===== src/rtl/core_pkg.sv =====
// ----------------------------------------------------------------------------
// core_pkg
//
// Shared definitions for the decode stage and its consumers:
//   - alu_op_e   : ALU opcode driven to the execute stage
//   - br_cmp_e   : branch-compare select driven to the execute stage
//   - imm_fmt_e  : immediate format chosen by decode, consumed by imm_gen
//   - OPC_*      : RV32I major opcodes recognised by decode
//   - decoded_t  : the decoded bundle held in the stage register
//   - alu_from_funct3 / branch_cmp_from_funct3 : funct3 lookup helpers
// ----------------------------------------------------------------------------
package core_pkg;

    typedef enum logic [3:0] {
        ALU_ADD   = 4'b0000,
        ALU_SUB   = 4'b0001,
        ALU_SCOMP = 4'b1000,
        ALU_LUI   = 4'b1001,
        ALU_SLL   = 4'b1010,
        ALU_SRL   = 4'b1011,
        ALU_SRA   = 4'b1100,
        ALU_AND   = 4'b1101,
        ALU_OR    = 4'b1110,
        ALU_XOR   = 4'b1111
    } alu_op_e;

    // 2'b10 is unused; LT doubles as the "don't care" value for non-branches.
    typedef enum logic [1:0] {
        BR_LT  = 2'b00,
        BR_EQ  = 2'b01,
        BR_LTU = 2'b11
    } br_cmp_e;

    typedef enum logic [2:0] {
        IMM_NONE,
        IMM_I,
        IMM_S,
        IMM_B,
        IMM_U,
        IMM_J,
        IMM_SHAMT
    } imm_fmt_e;

    localparam logic [6:0] OPC_LUI    = 7'b0110111;
    localparam logic [6:0] OPC_AUIPC  = 7'b0010111;
    localparam logic [6:0] OPC_JAL    = 7'b1101111;
    localparam logic [6:0] OPC_JALR   = 7'b1100111;
    localparam logic [6:0] OPC_BRANCH = 7'b1100011;
    localparam logic [6:0] OPC_LOAD   = 7'b0000011;
    localparam logic [6:0] OPC_STORE  = 7'b0100011;
    localparam logic [6:0] OPC_OP_IMM = 7'b0010011;
    localparam logic [6:0] OPC_OP     = 7'b0110011;

    localparam logic [6:0] FUNCT7_BASE = 7'b0000000;
    localparam logic [6:0] FUNCT7_ALT  = 7'b0100000;

    typedef struct packed {
        alu_op_e     alu_control;
        br_cmp_e     branch_control;
        logic        branch_inv;
        logic        is_branch;
        logic        is_jump;
        logic [31:0] imm;
        logic        src_a_pc;
        logic        src_b_imm;
        logic [4:0]  rs1;
        logic [4:0]  rs2;
        logic [4:0]  rd;
        logic        reg_write;
        logic        mem_read;
        logic        mem_write;
        logic        illegal;
    } decoded_t;

    // Register-register / register-immediate ALU op from funct3.
    // use_sub selects SUB for funct3=000, use_sra selects SRA for funct3=101.
    function automatic alu_op_e alu_from_funct3(input logic [2:0] funct3,
                                                input logic       use_sub,
                                                input logic       use_sra);
        alu_op_e op;
        case (funct3)
            3'b000:  op = use_sub ? ALU_SUB : ALU_ADD;
            3'b001:  op = ALU_SLL;
            3'b010:  op = ALU_SCOMP;
            3'b011:  op = ALU_SCOMP;
            3'b100:  op = ALU_XOR;
            3'b101:  op = use_sra ? ALU_SRA : ALU_SRL;
            3'b110:  op = ALU_OR;
            default: op = ALU_AND;
        endcase
        return op;
    endfunction

    // Branch funct3[2:1] picks the comparison; funct3[0] is the inversion.
    function automatic br_cmp_e branch_cmp_from_funct3(input logic [2:0] funct3);
        br_cmp_e cmp;
        case (funct3[2:1])
            2'b10:   cmp = BR_LT;
            2'b11:   cmp = BR_LTU;
            default: cmp = BR_EQ;
        endcase
        return cmp;
    endfunction

endpackage


===== src/rtl/imm_gen.sv =====
// ----------------------------------------------------------------------------
// imm_gen
//
// Purely combinational immediate extraction for RV32I. The decode logic picks
// the format; this block only rearranges and sign-extends instruction bits.
// B and J immediates always have bit 0 clear. The opcode field [6:0] never
// contributes to an immediate, so only bits [31:7] are brought in.
//
// Ports:
//   instr  in   instruction bits [31:7]
//   fmt    in   immediate format (IMM_NONE yields zero)
//   imm    out  32-bit immediate
// ----------------------------------------------------------------------------
module imm_gen
    import core_pkg::*;
(
    input  logic [31:7] instr,
    input  imm_fmt_e    fmt,
    output logic [31:0] imm
);

    always_comb begin
        // NOTE: every path assigns imm (default arm included), so no latch is inferred.
        case (fmt)
            IMM_I:     imm = {{20{instr[31]}}, instr[31:20]};
            IMM_S:     imm = {{20{instr[31]}}, instr[31:25], instr[11:7]};
            IMM_B:     imm = {{19{instr[31]}}, instr[31], instr[7], instr[30:25],
                              instr[11:8], 1'b0};
            IMM_U:     imm = {instr[31:12], 12'h000};
            IMM_J:     imm = {{11{instr[31]}}, instr[31], instr[19:12], instr[20],
                              instr[30:21], 1'b0};
            IMM_SHAMT: imm = {27'd0, instr[24:20]};
            default:   imm = 32'd0;
        endcase
    end

endmodule


===== src/rtl/alu_decode_stage.sv =====
// ----------------------------------------------------------------------------
// alu_decode_stage
//
// RV32I instruction-decode stage between fetch and execute. Decodes the
// incoming instruction combinationally and holds the result in a single
// registered slot with a valid/ready handshake; flush kills both the held
// bundle and any instruction offered in the same cycle.
//
// Ports:
//   clk, rstn                 clock, synchronous active-low reset
//   in_valid/in_ready         fetch-side handshake (in_ready is combinational)
//   in_instr, in_pc           instruction word and its PC
//   flush                     branch redirect: drop held and incoming work
//   out_valid/out_ready       execute-side handshake
//   out_pc                    registered PC
//   out_alu_control           ALU opcode (core_pkg::alu_op_e)
//   out_branch_control        compare select (core_pkg::br_cmp_e)
//   out_branch_inv            invert compare result
//   out_is_branch/out_is_jump conditional branch / jal,jalr
//   out_imm                   sign-extended immediate
//   out_src_a_pc/out_src_b_imm operand selects
//   out_rs1/out_rs2/out_rd    register indices
//   out_reg_write             writes rd (never for rd==x0)
//   out_mem_read/out_mem_write load / store
//   out_illegal               unsupported opcode / funct
// ----------------------------------------------------------------------------
module alu_decode_stage
    import core_pkg::*;
#(
    parameter int XLEN = 32
) (
    input  logic            clk,
    input  logic            rstn,
    input  logic            in_valid,
    output logic            in_ready,
    input  logic [31:0]     in_instr,
    input  logic [XLEN-1:0] in_pc,
    input  logic            flush,
    output logic            out_valid,
    input  logic            out_ready,
    output logic [XLEN-1:0] out_pc,
    output logic [3:0]      out_alu_control,
    output logic [1:0]      out_branch_control,
    output logic            out_branch_inv,
    output logic            out_is_branch,
    output logic            out_is_jump,
    output logic [31:0]     out_imm,
    output logic            out_src_a_pc,
    output logic            out_src_b_imm,
    output logic [4:0]      out_rs1,
    output logic [4:0]      out_rs2,
    output logic [4:0]      out_rd,
    output logic            out_reg_write,
    output logic            out_mem_read,
    output logic            out_mem_write,
    output logic            out_illegal
);

    logic [6:0]  opcode;
    logic [2:0]  funct3;
    logic [6:0]  funct7;
    imm_fmt_e    imm_fmt;
    logic [31:0] imm;
    logic        writes_rd;
    logic        is_shift;
    decoded_t    dec;

    decoded_t        held;
    logic [XLEN-1:0] held_pc;
    logic            held_valid;

    assign opcode   = in_instr[6:0];
    assign funct3   = in_instr[14:12];
    assign funct7   = in_instr[31:25];
    assign is_shift = (funct3 == 3'b001) || (funct3 == 3'b101);

    imm_gen u_imm_gen (
        .instr (in_instr[31:7]),
        .fmt   (imm_fmt),
        .imm   (imm)
    );

    // ------------------------------------------------------------------
    // Combinational decode of the instruction currently offered by fetch.
    // ------------------------------------------------------------------
    always_comb begin
        dec                = '0;
        dec.alu_control    = ALU_ADD;
        dec.branch_control = BR_LT;
        dec.rs1            = in_instr[19:15];
        dec.rs2            = in_instr[24:20];
        dec.rd             = in_instr[11:7];
        imm_fmt            = IMM_NONE;
        writes_rd          = 1'b0;

        case (opcode)
            OPC_LUI: begin
                dec.alu_control = ALU_LUI;
                dec.src_b_imm   = 1'b1;
                imm_fmt         = IMM_U;
                writes_rd       = 1'b1;
            end
            OPC_AUIPC: begin
                dec.src_a_pc  = 1'b1;
                dec.src_b_imm = 1'b1;
                imm_fmt       = IMM_U;
                writes_rd     = 1'b1;
            end
            OPC_JAL: begin
                dec.src_a_pc  = 1'b1;
                dec.src_b_imm = 1'b1;
                dec.is_jump   = 1'b1;
                imm_fmt       = IMM_J;
                writes_rd     = 1'b1;
            end
            OPC_JALR: begin
                dec.src_b_imm = 1'b1;
                dec.is_jump   = 1'b1;
                imm_fmt       = IMM_I;
                writes_rd     = 1'b1;
            end
            OPC_BRANCH: begin
                // Operands are rs1/rs2 for the compare; the immediate is the offset.
                dec.is_branch      = 1'b1;
                dec.branch_control = branch_cmp_from_funct3(funct3);
                dec.branch_inv     = funct3[0];
                imm_fmt            = IMM_B;
            end
            OPC_LOAD: begin
                dec.src_b_imm = 1'b1;
                dec.mem_read  = 1'b1;
                imm_fmt       = IMM_I;
                writes_rd     = 1'b1;
            end
            OPC_STORE: begin
                dec.src_b_imm = 1'b1;
                dec.mem_write = 1'b1;
                imm_fmt       = IMM_S;
            end
            OPC_OP_IMM: begin
                // No SUB form here: funct7[5] only matters for srai.
                dec.alu_control    = alu_from_funct3(funct3, 1'b0, funct7[5]);
                dec.branch_control = (funct3 == 3'b011) ? BR_LTU : BR_LT;
                dec.src_b_imm      = 1'b1;
                writes_rd          = 1'b1;
                if (is_shift) begin
                    imm_fmt = IMM_SHAMT;
                    // slli needs funct7=0; srli/srai may also use 0100000.
                    if (funct3 == 3'b001)
                        dec.illegal = (funct7 != FUNCT7_BASE);
                    else
                        dec.illegal = (funct7 != FUNCT7_BASE) && (funct7 != FUNCT7_ALT);
                end else begin
                    imm_fmt = IMM_I;
                end
            end
            OPC_OP: begin
                dec.alu_control    = alu_from_funct3(funct3, funct7[5], funct7[5]);
                dec.branch_control = (funct3 == 3'b011) ? BR_LTU : BR_LT;
                dec.illegal        = (funct7 != FUNCT7_BASE) && (funct7 != FUNCT7_ALT);
                writes_rd          = 1'b1;
            end
            default: begin
                dec.illegal = 1'b1;
            end
        endcase

        // An illegal bundle still flows downstream, but must have no side
        // effects: only the raw register indices and immediate survive.
        if (dec.illegal) begin
            dec.alu_control    = ALU_ADD;
            dec.branch_control = BR_LT;
            dec.branch_inv     = 1'b0;
            dec.is_branch      = 1'b0;
            dec.is_jump        = 1'b0;
            dec.src_a_pc       = 1'b0;
            dec.src_b_imm      = 1'b0;
            dec.mem_read       = 1'b0;
            dec.mem_write      = 1'b0;
            writes_rd          = 1'b0;
        end

        dec.reg_write = writes_rd && (dec.rd != 5'd0);
        dec.imm       = imm;
    end

    // ------------------------------------------------------------------
    // Handshake slot. Priority: reset, flush, accept, drain, hold.
    // ------------------------------------------------------------------
    assign in_ready = !held_valid || out_ready;

    // NOTE: sequential state uses non-blocking assignments only, so every
    // register samples the same pre-edge values regardless of statement order.
    always_ff @(posedge clk) begin
        if (!rstn) begin
            // NOTE: the whole bundle is cleared on reset, not just valid, so the
            // execute stage never observes leftover fields after reset.
            held_valid <= 1'b0;
            held       <= '0;
            held_pc    <= '0;
        end else if (flush) begin
            held_valid <= 1'b0;
        end else if (in_valid && in_ready) begin
            held_valid <= 1'b1;
            held       <= dec;
            held_pc    <= in_pc;
        end else if (out_ready) begin
            held_valid <= 1'b0;
        end
    end

    assign out_valid          = held_valid;
    assign out_pc             = held_pc;
    assign out_alu_control    = held.alu_control;
    assign out_branch_control = held.branch_control;
    assign out_branch_inv     = held.branch_inv;
    assign out_is_branch      = held.is_branch;
    assign out_is_jump        = held.is_jump;
    assign out_imm            = held.imm;
    assign out_src_a_pc       = held.src_a_pc;
    assign out_src_b_imm      = held.src_b_imm;
    assign out_rs1            = held.rs1;
    assign out_rs2            = held.rs2;
    assign out_rd             = held.rd;
    assign out_reg_write      = held.reg_write;
    assign out_mem_read       = held.mem_read;
    assign out_mem_write      = held.mem_write;
    assign out_illegal        = held.illegal;

endmodule


===== config.mk =====
export PLATFORM = sky130hd
export DESIGN_NAME = alu_decode_stage
export DESIGN_NICKNAME = d
export VERILOG_FILES = /design/src/rtl/core_pkg.sv /design/src/rtl/imm_gen.sv /design/src/rtl/alu_decode_stage.sv
export SDC_FILE = /design/constraint.sdc
export NUM_CORES = 1
export LEC_CHECK = 0
export BUFFER_PORTS_ARGS = -buffer_cell sky130_fd_sc_hd__buf_2
export CORE_ASPECT_RATIO = 0.6
export CORE_UTILIZATION = 25
export CTS_BUF_LIST = sky130_fd_sc_hd__clkbuf_16
export DETAILED_ROUTE_END_ITERATION = 8
export SLEW_MARGIN = 10
export SYNTH_ARGS = -nofsm -noshare
export SYNTH_HDL_FRONTEND = slang
export SYNTH_SLANG_ARGS = --single-unit

===== constraint.sdc =====
create_clock -name clk -period 2.1 [get_ports clk]
set_clock_uncertainty 0.2 [all_clocks]
set_input_delay 0.105 -clock clk [delete_from_list [all_inputs] [get_ports clk]]
set_output_delay 0.105 -clock clk [all_outputs]
set_load 0.02 [all_outputs]

==> impl_results.md <==
- PD cells: 671 nW/µm²
- Post-synthesis adder-cell area fraction: 0
- Count of flip-flops with a built-in enable after synthesis: 0
- Number of antenna repair diodes: 0
- Fraction of synthesized area in multiplexers: 0.00498
- Global-route wire length before repair: 22400 µm
- Combined buffer and inverter count along the critical path: 2
- Overall die height: 100 µm
- WL final: 14400 µm
- Synth top area share: 0.473
- Post-route met1 wirelength: 7130 µm
- Failing checks: DRC
- Final hold violations: 0
- NumNets Final: 802
- Clock tree from TritonCTS: done
- DIE AREA: 16600 µm²
- Share of cells above drive strength 1: 0.301
- Cell class contributing the biggest share of worst-path delay: compound AO/OA/AOI/OAI gates
- Type of origin of the critical path: input port
- Crit. path cell count: 7
- Reported max-cap violation count: 0
- Result of the run: complete, but fails checks
- Violation count after the first detailed-routing iteration: 305
- Detailed route wirelength on metal2: 5770 µm
- Setup-violating endpoint count in the final report: 0
- # IOs: 165
- R2R cell count: 5
- Final non-filler cell area: 6090 µm²
- Standard cell area after detailed placement: 5190 µm²
- Main combinational cell family by area after synthesis: compound AO/OA/AOI/OAI gates
- Top metal layer carrying routed signals: met4
- Max-Slew Margin vs Limit: 0.645
- Number of standard cells after synthesis: 503
- Largest net degree at the start of global routing: 61
- Placed wire-length estimate after detailed placement: 10100 µm
- Post-route DRC: 11
- Worst-Margin Slew: 0.528 ns
- Number of antenna-violating nets in the routed design: 0
- Worst hold path type: input port to flop
- Final Max Tran Viols: 0
- Area taken by flip-flops and latches: 1900 µm²
- Depth of the CTS H-tree: 3
- Post-detailed-route wirelength per cell: 15.3 µm
- Fmax: 0.502 GHz
- Overall via count from detail_route: 4477
- Area inside the core boundary: 15500 µm²
- Total number of yosys warnings: 0
- Netlist Area Pre-Place: 4020 µm²
- Overall Global Routing Usage: 0.172
- Syn-to-layout area delta: 51.5%
- Share of the synthesized area in compound gates (AO/OA/AOI/OAI): 0.249
- Routability-driven placement congestion ratio: 0.863
- Number of clock sinks: 95
- Post-synth ARST share: 0
- Number of stages on the worst hold path: 4
- Endpoint kind of the worst setup timing path: flop
- Starting utilization of the core area: 0.259
- Clock transition at the register clock pins on the worst setup and hold paths after CTS: 0.07 ns
- Synthesized net count: 572
- Number of antenna violations at the first check in global routing: 0
- Clock latency on the worst-skew pair: 0.34 ns
- Static Leakage: 2.62 nW
- Flops & latches, synth: 95
- Simple-gate share of the synthesized area: 0.223
- Crit path max fanout: 7
- Overflow left after global routing: 0
- Count of port buffers added during placement: 164
- Cell type contributing the most total cell area after synthesis: dfxtp_1
- Length of the first detailed-routing pass in iterations: 8
- Min setup slack post-route: 0.110 ns
- Number of global-route vias before repair: 4076
- Library cells used by synthesis: 51
- Clock period minus final worst setup slack: 1.99 ns
- Largest cells by area after synthesis: dfxtp_1 (47%), a21oi_1 (12%), nand2_1 (11%)
- Most frequently used cell type in the post-synthesis netlist: nand2_1
- Unrepaired setup endpoints after global routing: no
- Register area share after synthesis: 0.473
- Worst setup path class: input port to flop
- TritonCTS Buffers: 9
- Longest individual stage delay on the worst path: 0.53 ns
- Post-place setup slack: 0.0305 ns
- Final cycle utilization of the critical path: 0.948
- Total negative slack for setup checks: 0 ns
- Avg Inst Size Synth: 7.99 µm²
- Number of cell rows: 35
- Buffer levels on the longest clock path: 2
- Fillcell total: 1622
- Root Buffer: clkbuf_16
- Primary flip-flop cell chosen by synthesis mapping: dfxtp_1
- Arrival time of data at the critical path endpoint: 2.05 ns
- Critical-path cell with the highest stage delay: dlygate4sd3_1
- Max IR drop VDD: 0.000320 V
- Ratio of routed vias to standard cells: 4.76
- Xor/xnor cell area share of the yosys netlist: 0
- Most frequent cells after synthesis: nand2_1 (115), a21oi_1 (95), dfxtp_1 (95), o21ai_0 (28), clkbuf_1 (27)
- Series of cell instances along the critical path: dlygate4sd3_1 > buf_2 > nor2_1 > a32oi_1 > a2111oi_2 > nand2_2 > o31ai_1
- Endpoint required time on the critical path: 2.16 ns
- Routed wl met3: 1360 µm
- Combined area of the multi-input logic cells: 1930 µm²
- Floorplan die width: 166 µm
[kinds of logic after synthesis]
kind of cell           Yosys count
muxes                            2
AOI/OAI and AO/OA              167
and+or+nand+nor                195
DFF                             95
buffers and inverters           44
[cell type report]
| cell class | count | area share |
|---|---|---|
| Clock buffer | 9 | 0.0370 |
| Clock inverter | 7 | 0.0117 |
| Inverter | 7 | 0.00431 |
| Multi-Input combinational cell | 364 | 0.316 |
| Sequential cell | 95 | 0.312 |
| Tap cell | 203 | 0.0417 |
| Timing Repair Buffer | 256 | 0.277 |
[layer usage]
metal / GRT usage / vias to the layer above
li1: - / 2214
met1: 0.252 / 2046
met2: 0.238 / 205
met3: 0.0556 / 12
met4: 0.0439 / 0
met5: 0 / -
[worst paths after layout]
path	startpoint	endpoint	slack, ns
worst max-delay path	in_instr[31]	out_is_jump	0.11
worst min-delay path	in_instr[14]	out_alu_control[2]	0.04
worst max register to register	out_valid	out_branch_control[1]	0.22
worst min register to register	out_pc[28]	out_pc[28]	0.25
[power by group]
group	total, mW	switching, mW	internal, mW
registers	1.87	0.0212	1.85
logic	0.550	0.312	0.238
clock network	1.67	0.744	0.925
total	4.09	1.08	3.01
[through the flow]
stage / power [mW] / util / std cells / hold WS, ns
floorplan: 2.16 / - / 503 / -0.0222
global placement: 2.37 / 0.334 / 865 / 0.127
detailed placement: 2.37 / 0.334 / 865 / 0.127
CTS: 4.14 / 0.392 / 941 / 0.0194
global route: 4.26 / 0.392 / 941 / 0.0542
finish: 4.09 / 0.392 / 941 / 0.0356
[cell usage in the layout (no fill, tap or decap), drive strengths merged, types with 5 or more instances in the layout]
cell type	count
o21ai	29
nor3	14
clkbuf	9
a22o	7
inv	8
nand2	116
dfxtp	95
buf	196
a221oi	8
a21oi	95
and2	19
nand2b	6
nand3	5
nor2	14
dlygate4sd3	60
[sequential cells by signal (all words and copies together), names as in the netlist, 2 cells and up]
name and count:
out_branch_control 2, out_pc 32, out_rs2 5, out_rs1 5, out_imm 32, out_alu_control 4, out_rd 5
[timing repair]
item / 4_1_cts / 5_1_grt
hold buffers: 60 / 0
setup endpoints to repair: 0 / 6
resized for setup: 0 / 1
setup buffers: 0 / 0
hold endpoints to repair: 79 / 0
[worst reg2reg max path: cells and delay by family, from the launching register on]
family	cells	cell delay, ns
flops	1	0.35
compound gates	2	0.45
simple gates	3	0.78
No activity file was read; power rests on OpenSTA's default activity.
